`config.mk`:
```
export PLATFORM = sky130hd
export DESIGN_NAME = rf_dbg_port_flat
export DESIGN_NICKNAME = d
export VERILOG_FILES = /design/src/rtl/rf_dbg_port_pkg.sv /design/src/rtl/rf_dbg_port_if.sv /design/src/rtl/rf_dbg_port.sv /design/src/flat_wrapper.sv
export SDC_FILE = /design/constraint.sdc
export NUM_CORES = 1
export LEC_CHECK = 0
export BUFFER_PORTS_ARGS = -buffer_cell sky130_fd_sc_hd__buf_2
export CORE_MARGIN = 1
export CORE_UTILIZATION = 32
export CTS_CLUSTER_SIZE = 30
export DETAILED_ROUTE_END_ITERATION = 8
export GPL_TIMING_DRIVEN = 0
export PLACE_DENSITY = 0.69
export SLEW_MARGIN = 10
export SYNTH_ARGS = -nofsm -noshare
export SYNTH_HDL_FRONTEND = slang
export SYNTH_SLANG_ARGS = --single-unit
```
`constraint.sdc`:
```
create_clock -name clk -period 1.5 [get_ports clk]
set_input_delay 0 -clock clk [delete_from_list [all_inputs] [get_ports clk]]
set_output_delay 0 -clock clk [all_outputs]
set_load 0.05 [all_outputs]
```
`src/rtl/rf_dbg_port_pkg.sv`:
```
// rf_dbg_port_pkg
// Shared widths, FSM state encoding and a count-decoding helper for the
// register-file debug access engine (rf_dbg_port) and its bus interface.
package rf_dbg_port_pkg;

    localparam int RF_IDX_W   = 5;
    localparam int RF_DATA_W  = 32;
    localparam int DUMP_CNT_W = 6;

    typedef enum logic [2:0] {
        ST_IDLE  = 3'd0,
        ST_RADR  = 3'd1,
        ST_RDAT  = 3'd2,
        ST_SEND  = 3'd3,
        ST_WRITE = 3'd4,
        ST_DONE  = 3'd5
    } state_e;

    // A requested count of 0 means a full 32-register dump.
    function automatic logic [DUMP_CNT_W-1:0] dump_len(input logic [DUMP_CNT_W-1:0] cnt);
        return (cnt == '0) ? DUMP_CNT_W'(32) : cnt;
    endfunction

endpackage

```
`src/rtl/rf_dbg_port_if.sv`:
```
// rf_dbg_port_if
// Bundles every non-clock/reset signal of rf_dbg_port:
//   monitor side : dump_start/first/cnt, dump_done, dout/dout_idx/dout_valid/
//                  dout_ready, wr_req/wr_adr/wr_data, wr_ack
//   pipeline side: rf_sel, cpu_stall
//   reg-file side: rf_radr, rf_rdata, rf_wadr, rf_wdata, rf_wen
// Modports: slave = the debug engine, master = monitor + register file + pipeline.
interface rf_dbg_port_if;
    import rf_dbg_port_pkg::*;

    logic                  dump_start;
    logic [RF_IDX_W-1:0]   dump_first;
    logic [DUMP_CNT_W-1:0] dump_cnt;
    logic                  dump_done;
    logic [RF_DATA_W-1:0]  dout;
    logic [RF_IDX_W-1:0]   dout_idx;
    logic                  dout_valid;
    logic                  dout_ready;
    logic                  wr_req;
    logic [RF_IDX_W-1:0]   wr_adr;
    logic [RF_DATA_W-1:0]  wr_data;
    logic                  wr_ack;
    logic                  rf_sel;
    logic                  cpu_stall;
    logic [RF_IDX_W-1:0]   rf_radr;
    logic [RF_DATA_W-1:0]  rf_rdata;
    logic [RF_IDX_W-1:0]   rf_wadr;
    logic [RF_DATA_W-1:0]  rf_wdata;
    logic                  rf_wen;

    modport slave (
        input  dump_start, dump_first, dump_cnt, dout_ready,
        input  wr_req, wr_adr, wr_data, rf_rdata,
        output dump_done, dout, dout_idx, dout_valid, wr_ack,
        output rf_sel, cpu_stall, rf_radr, rf_wadr, rf_wdata, rf_wen
    );

    modport master (
        output dump_start, dump_first, dump_cnt, dout_ready,
        output wr_req, wr_adr, wr_data, rf_rdata,
        input  dump_done, dout, dout_idx, dout_valid, wr_ack,
        input  rf_sel, cpu_stall, rf_radr, rf_wadr, rf_wdata, rf_wen
    );

endinterface

```
`src/rtl/rf_dbg_port.sv`:
```
// rf_dbg_port
// Debug access engine for the 32x32 register file. Streams a contiguous,
// wrapping range of registers out over a valid/ready word port by sequencing
// the register file's registered-address read port, and (optionally) issues
// single debug writes. While busy it owns the RF ports and stalls the CPU.
// Ports:
//   clk  - system clock, rising edge
//   rst  - synchronous active-high reset
//   bus  - rf_dbg_port_if.slave (monitor, pipeline and register-file signals)
// Build option: define RF_DBG_WRITE_EN to include the debug write path
// (WRITE state, wr_ack, rf_wen/rf_wadr/rf_wdata). Without it those outputs
// are tied to 0 and wr_req/wr_adr/wr_data are ignored.
module rf_dbg_port
    import rf_dbg_port_pkg::*;
(
    input  logic         clk,
    input  logic         rst,
    rf_dbg_port_if.slave bus
);

    state_e                state_q,  state_d;
    logic [RF_IDX_W-1:0]   idx_q,    idx_d;
    logic [DUMP_CNT_W-1:0] remain_q, remain_d;
    logic [RF_DATA_W-1:0]  dout_q,   dout_d;
    logic [RF_IDX_W-1:0]   didx_q,   didx_d;
`ifdef RF_DBG_WRITE_EN
    logic [RF_IDX_W-1:0]   wadr_q,   wadr_d;
    logic [RF_DATA_W-1:0]  wdata_q,  wdata_d;
`endif

    always_ff @(posedge clk) begin
        if (rst) begin
            state_q  <= ST_IDLE;
            idx_q    <= '0;
            remain_q <= '0;
            dout_q   <= '0;
            didx_q   <= '0;
`ifdef RF_DBG_WRITE_EN
            wadr_q   <= '0;
            wdata_q  <= '0;
`endif
        end else begin
            state_q  <= state_d;
            idx_q    <= idx_d;
            remain_q <= remain_d;
            dout_q   <= dout_d;
            didx_q   <= didx_d;
`ifdef RF_DBG_WRITE_EN
            wadr_q   <= wadr_d;
            wdata_q  <= wdata_d;
`endif
        end
    end

    always_comb begin
        state_d  = state_q;
        idx_d    = idx_q;
        remain_d = remain_q;
        dout_d   = dout_q;
        didx_d   = didx_q;
`ifdef RF_DBG_WRITE_EN
        wadr_d   = wadr_q;
        wdata_d  = wdata_q;
`endif
        unique case (state_q)
            ST_IDLE: begin
                // A dump wins over a simultaneous write; that write is dropped.
                if (bus.dump_start) begin
                    idx_d    = bus.dump_first;
                    remain_d = dump_len(bus.dump_cnt);
                    state_d  = ST_RADR;
                end
`ifdef RF_DBG_WRITE_EN
                else if (bus.wr_req) begin
                    wadr_d  = bus.wr_adr;
                    wdata_d = bus.wr_data;
                    state_d = ST_WRITE;
                end
`endif
            end
            ST_RADR: state_d = ST_RDAT;
            ST_RDAT: begin
                // rf_rdata reflects the address presented during RADR.
                dout_d  = bus.rf_rdata;
                didx_d  = idx_q;
                state_d = ST_SEND;
            end
            ST_SEND: begin
                if (bus.dout_ready) begin
                    idx_d    = idx_q + 1'b1;
                    remain_d = remain_q - 1'b1;
                    state_d  = (remain_q == DUMP_CNT_W'(1)) ? ST_DONE : ST_RADR;
                end
            end
            ST_DONE: state_d = ST_IDLE;
`ifdef RF_DBG_WRITE_EN
            ST_WRITE: state_d = ST_IDLE;
`endif
            default: state_d = ST_IDLE;
        endcase
    end

    assign bus.rf_sel     = (state_q != ST_IDLE);
    assign bus.cpu_stall  = (state_q != ST_IDLE);
    assign bus.rf_radr    = (state_q == ST_RADR) ? idx_q : '0;
    assign bus.dout_valid = (state_q == ST_SEND);
    assign bus.dump_done  = (state_q == ST_DONE);
    assign bus.dout       = dout_q;
    assign bus.dout_idx   = didx_q;

`ifdef RF_DBG_WRITE_EN
    // x0 is hard-wired zero: acknowledge the write but never enable it.
    assign bus.wr_ack   = (state_q == ST_WRITE);
    assign bus.rf_wen   = (state_q == ST_WRITE) && (wadr_q != '0);
    assign bus.rf_wadr  = (state_q == ST_WRITE) ? wadr_q  : '0;
    assign bus.rf_wdata = (state_q == ST_WRITE) ? wdata_q : '0;
`else
    logic unused_wr;
    assign unused_wr    = ^{bus.wr_req, bus.wr_adr, bus.wr_data};
    assign bus.wr_ack   = 1'b0;
    assign bus.rf_wen   = 1'b0;
    assign bus.rf_wadr  = '0;
    assign bus.rf_wdata = '0;
`endif

endmodule

```
`src/flat_wrapper.sv`:
```
// flat-port wrapper written by rule: the top's interface ports become plain ports
module rf_dbg_port_flat import rf_dbg_port_pkg::*;
  (clk, rst, bus_dump_start, bus_dump_first, bus_dump_cnt, bus_dout_ready, bus_wr_req, bus_wr_adr, bus_wr_data, bus_rf_rdata, bus_dump_done, bus_dout, bus_dout_idx, bus_dout_valid, bus_wr_ack, bus_rf_sel, bus_cpu_stall, bus_rf_radr, bus_rf_wadr, bus_rf_wdata, bus_rf_wen);
  rf_dbg_port_if bus_i ();
  input  logic clk;
  input  logic rst;
  input wire logic [$bits(bus_i.dump_start)-1:0] bus_dump_start;
  input wire logic [$bits(bus_i.dump_first)-1:0] bus_dump_first;
  input wire logic [$bits(bus_i.dump_cnt)-1:0] bus_dump_cnt;
  input wire logic [$bits(bus_i.dout_ready)-1:0] bus_dout_ready;
  input wire logic [$bits(bus_i.wr_req)-1:0] bus_wr_req;
  input wire logic [$bits(bus_i.wr_adr)-1:0] bus_wr_adr;
  input wire logic [$bits(bus_i.wr_data)-1:0] bus_wr_data;
  input wire logic [$bits(bus_i.rf_rdata)-1:0] bus_rf_rdata;
  output wire logic [$bits(bus_i.dump_done)-1:0] bus_dump_done;
  output wire logic [$bits(bus_i.dout)-1:0] bus_dout;
  output wire logic [$bits(bus_i.dout_idx)-1:0] bus_dout_idx;
  output wire logic [$bits(bus_i.dout_valid)-1:0] bus_dout_valid;
  output wire logic [$bits(bus_i.wr_ack)-1:0] bus_wr_ack;
  output wire logic [$bits(bus_i.rf_sel)-1:0] bus_rf_sel;
  output wire logic [$bits(bus_i.cpu_stall)-1:0] bus_cpu_stall;
  output wire logic [$bits(bus_i.rf_radr)-1:0] bus_rf_radr;
  output wire logic [$bits(bus_i.rf_wadr)-1:0] bus_rf_wadr;
  output wire logic [$bits(bus_i.rf_wdata)-1:0] bus_rf_wdata;
  output wire logic [$bits(bus_i.rf_wen)-1:0] bus_rf_wen;
  assign bus_i.dump_start = bus_dump_start;
  assign bus_i.dump_first = bus_dump_first;
  assign bus_i.dump_cnt = bus_dump_cnt;
  assign bus_i.dout_ready = bus_dout_ready;
  assign bus_i.wr_req = bus_wr_req;
  assign bus_i.wr_adr = bus_wr_adr;
  assign bus_i.wr_data = bus_wr_data;
  assign bus_i.rf_rdata = bus_rf_rdata;
  assign bus_dump_done = bus_i.dump_done;
  assign bus_dout = bus_i.dout;
  assign bus_dout_idx = bus_i.dout_idx;
  assign bus_dout_valid = bus_i.dout_valid;
  assign bus_wr_ack = bus_i.wr_ack;
  assign bus_rf_sel = bus_i.rf_sel;
  assign bus_cpu_stall = bus_i.cpu_stall;
  assign bus_rf_radr = bus_i.rf_radr;
  assign bus_rf_wadr = bus_i.rf_wadr;
  assign bus_rf_wdata = bus_i.rf_wdata;
  assign bus_rf_wen = bus_i.rf_wen;
  rf_dbg_port u_core (.clk(clk), .rst(rst), .bus(bus_i));
endmodule
```
# Word-level counts from Yosys, hierarchy flattened
# Cells that the tools add are included.
# word_totals
regBits,51
latchBits,0
ram_bits,0
romBits,0
inputBits,85
out_inout_bits,85
mem_count,0
# classes
add_sub_neg,2
multipliers,0
n_div,0
magnitude_cmp,0
eq_ne,7
shifts,0
muxes,12
n_bitwise,0
n_reduce_logical,6
# ops
op,n
6-bit two-way mux,3
5-bit two-way mux,3
3-bit one-hot mux with 4 select lines,1
6-bit one-hot mux with 2 select lines,1
5-bit one-hot mux with 2 select lines,1
3-bit two-way mux,3
3-bit by 2-bit == test with 1-bit output (second input constant),2
6-bit by 1-bit == test with 1-bit output (second input constant),1
6-bit zero test,1
6-bit by 1-bit subtractor with 6-bit output (second input constant),1
5-bit by 1-bit adder with 5-bit output (second input constant),1
2-bit inequality test (second input constant),2
3-bit by 1-bit == test with 1-bit output (second input constant),1
3-bit == test (second input constant),1
3-bit zero test,1
3-bit AND reduction,1
3-bit nonzero test,1
2-bit AND reduction,1
2-bit nonzero test,1

# Logic depth before layout (Yosys ltp)
# logic_depth
word_depth,4
ltp_mapped,7
mapped_depth_nobuf,5

# Least setup slack after synthesis
# No wires, ideal clock.
# synth_path
path_kind,reg-to-reg
from,register u_core.state_q[2]
to,register u_core.remain_q[3]
setup_time_ns,0.132
arrival_ns,1.356
t_required_ns,1.368
setup_slack_ns,0.012
stages_incl_launch_ff,7
n_path_buf,1
synth_period_minus_slack_ns,1.488
cell_sequence,dfxtp_1 buf_2 nand3b_1 inv_2 mux2_2 nand2_1 a21oi_1
# synth_via
elab_chain_cells,3
elab_cells_between_ends,7
classes_between,3 x eq/ne; 1 x mux; 3 x reduce/logical
# synth_lines
item,line_no,rtl
from (decl),rf_dbg_port.sv:21,"state_e state_q, state_d;"
from (signal assigned),rf_dbg_port.sv:43,state_q <= state_d;
3-bit by 2-bit == test with 1-bit output (*),n/a,
via bus_dout_valid,flat_wrapper.sv:18,output wire logic [$bits(bus_i.dout_valid)-1:0] bus_dout_valid;
2-bit inequality test (no source line) / 2-bit nonzero test (equally long branches),n/a,
3-bit AND reduction (no source line),n/a,
to (signal assigned),rf_dbg_port.sv:45,remain_q <= remain_d;
to (decl),rf_dbg_port.sv:23,"logic [DUMP_CNT_W-1:0] remain_q, remain_d;"
# The timed path passes the listed nets; every way through them passes the cells marked *.
# A chain may end at the register's enable or synchronous reset.

# Worst setup path after layout
# layout_path
from,register u_core.state_q[1]
to,register u_core.remain_q[3]
# layout_via
elab_chain_cells,3
elab_cells_between_ends,7
classes_between,3 x eq/ne; 1 x mux; 3 x reduce/logical
# layout_lines
item,line_no,rtl
3-bit by 2-bit == test with 1-bit output / 3-bit zero test (equally long branches),rf_dbg_port.sv:65,unique case (state_q)
2-bit inequality test (no source line) / 2-bit nonzero test (equally long branches),n/a,
3-bit AND reduction (no source line),n/a,
# Several ways; a longest one is shown, not always the timed one.

==> results.md <==
- Tot Pwr: 3.501 mW
- Initial antenna violation count: 0
- CP Launch Type: flop
- Synth-to-Final Area Change: 51.69%
- Pwr dens: 943.0 nW/um2
- Worst-path clk slew: 0.09 ns
- CP Data Required Time: 1.67 ns
- Seq/Total Area, Yosys: 41.72%
- Period minus WS final: 1.434 ns
- Met3 GRT Util: 3.047%
- Critical path, cell by cell: buf_6 > nand3b_1 > inv_2 > mux2_2 > nand2_1 > a21oi_1
- Via count: 2567
- Die width: 89.45 um
- Congestion Overflow GR: 0
- Die H: 89.45 um
- Vias/cell: 4.351
- Max Clk Rate: 697.3 MHz
- Clock skew: 0.005796 ns
- Headroom to the max-slew limit: 64.07%
- Global Route met1 Usage: 17.44%
- Post-synthesis cell type count: 33
- TritonCTS clock tree: done
- Ranking of synthesized cells by area: dfxtp_1 42%, buf_4 13%, nand2_1 13%
- Synthesized cell area: 2447 um2
- CTS buffer count: 5
- Tightest Hold Check Type: input port to flop
- Crit Path Class: flop to flop
- GPL Wtd Cong: 0.8308
- Overall routed net length: 6707 um
- Post-synthesis register bit count: 51
- Final hold violation count: 0
- CTS root buf: clkbuf_8
- Post-route ant nets: 0
- Site Rows: 31
- Leakage: 1.762 nW
- DRC violations left: 0
- Total track usage: 16.08%
- Final setup violation count: 0
- Number of global-route vias before repair: 2299
- Max cap viols: 0
- Nets@finish: 579
- Critical path endpoint category: flop
- GRT busiest layer: met2
- Crit path max fanout: 10
- Top cell type's share of synthesized area: 41.72%
- Slew Limit Fails: 0
- Global-route wire length before repair: 9915 um
- CTS H-tree depth: 2
- CTS sink cnt: 51
- Drt first pass iters: 4
- Die area: 8001 um2
- Status: finished, final reports clean
- CTS Buffer Depth: 2
- WHS: 0.02576 ns
- Setup_tns: 0 ns
- Delay of the slowest critical-path stage: 0.34 ns
- Initial Util: 33.38%
- Largest net degree at the start of global routing: 15
- Post-DP HPWL: 4568 um
- Core area: 7331 um2
- GR Util met2: 31.51%
- Worst VDD drop: 0.5697 mV
- Critical path's slowest cell: dfxtp_1
- Area leader, netlist: dfxtp_1
- Starting DRT DRC Count: 55
- Wire per inst: 11.37 um
- Worst slew pin tran: 0.5389 ns
- # IOs: 170
- CP arrival: 1.60 ns
- ANT cells: 0
- Synth warn: 0
- Mapped Cells: 318
- Avg Cell Area, Syn: 7.696 um2
- Layout cells sized above 1: 33.40%
- Final period util: 95.60%
- Post-route core utilization: 50.64%
- PortBufs: 91
- Clock latency on the worst-skew pair: 0.30 ns
==> per-stage QoR <==
stage	cell area [um2]	std cells	setup slack (ns)
after floorplan	2590	356	0.01151
after global placement	3169	546	0.01451
after detailed placement	3169	546	-0.01808
after CTS	3650	588	0.002527
after global routing	3712	590	-0.009549
final	3712	590	0.06598
==> placed cells by master, fill, tap and decap left out, types with 2 or more instances in the layout <==
cell type,count
a211oi_1,2
clkbuf_1,7
dlygate4sd3_1,35
nor3_1,6
nand3_1,6
a31oi_1,3
inv_1,3
clkbuf_8,5
ha_1,3
and2_0,4
buf_4,50
conb_1,39
dfxtp_1,49
buf_2,88
and2_1,8
clkbuf_4,6
buf_6,2
nand2_1,82
a21oi_1,46
nor4_1,3
nor2_1,8
nor3b_1,2
o21ai_0,11
==> sequential cells by signal (all words and copies together) (netlist names) <==
register,cells
u_core.bus.dout,32
u_core.bus.dout_idx,5
u_core.remain_q,6
u_core.idx_q,5
u_core.state_q,3
==> Yosys cell counts, drive strengths merged <==
| cell type | instances |
|---|---|
| nand3 | 6 |
| buf | 53 |
| and4b | 1 |
| nand3b | 1 |
| a31oi | 3 |
| o211a | 1 |
| clkbuf | 6 |
| o21ai | 12 |
| a21oi | 46 |
| nor3 | 8 |
| o21bai | 2 |
| ha | 3 |
| and2 | 12 |
| a211oi | 2 |
| and3 | 1 |
| nor4 | 3 |
| conb | 1 |
| nor3b | 3 |
| or3 | 2 |
| nor2 | 9 |
| inv | 4 |
| a311oi | 1 |
| a21o | 1 |
| o21ba | 1 |
| and4 | 1 |
| dfxtp | 51 |
| nand2 | 83 |
| mux2 | 1 |
==> cell families (layout without fill, tap and decap cells) <==
logic type               after synthesis  in the layout  share of synthesized area [%]
other                                  1             39                         0.1532
buffers and inverters                 63            198                          16.87
adder cells (fa/ha/maj)                3              3                          1.534
AO/OA/AOI/OAI                         69             69                          15.49
multiplexers                           1              1                         0.4601
flip-flops                            51             51                          41.72
AND/OR/NAND/NOR                      130            130                          23.77
==> final timing paths <==
path	start	to	slack, ns	cells past startpoint
worst max register to register	u_core.state_q[1]	u_core.remain_q[3]	0.07	6
worst min register to register	u_core.bus.dout[12]	u_core.bus.dout[12]	0.46	2
worst max-delay path	u_core.state_q[1]	u_core.remain_q[3]	0.07	6
worst min-delay path	bus_dump_start	u_core.state_q[0]	0.03	3
==> critical path, delay by kind of cell (launching register included) <==
| kind | cells | cell delay, ns |
|---|---|---|
| flip-flops | 1 | 0.34 |
| multiplexers | 1 | 0.34 |
| buffers and inverters | 2 | 0.31 |
| AND/OR/NAND/NOR | 2 | 0.24 |
| AO/OA/AOI/OAI | 1 | 0.06 |
==> what timing repair did <==
item                                   4_1_cts  5_1_grt
pin swaps                                    0        1
setup endpoints to repair                    6       45
setup buffers                                0        3
hold buffers                                35        0
endpoints found under the hold margin       35        0
resized for setup                            8       18
==> routing by layer <==
layer / part of all wire (%) / up-vias / wire [um]
li1: - / 1316 / -
met1: 41 / 1136 / 2767
met2: 51 / 107 / 3446
met3: 6.8 / 8 / 456
met4: 0.54 / 0 / 36
met5: 0 / - / 0
==> report_power, final <==
group / leakage (nW) / switching, mW / total (mW) / internal [mW]
sequential: 0.417 / 0.0616 / 1.50 / 1.43
combinational: 1.29 / 0.718 / 1.08 / 0.363
clock: 0.0513 / 0.435 / 0.925 / 0.490
==> final cells by class <==
cell class,count,area [um2]
Fill cell,707,3618
Multi-Input combinational cell,242,1189
Sequential cell,51,1026
Timing Repair Buffer,129,843.3
Buffer,58,412.9
Tap cell,99,123.9
Clock buffer,6,72.57
Clock inverter,1,30.03
Inverter,4,15.01
(Power assumes the default switching activity.)
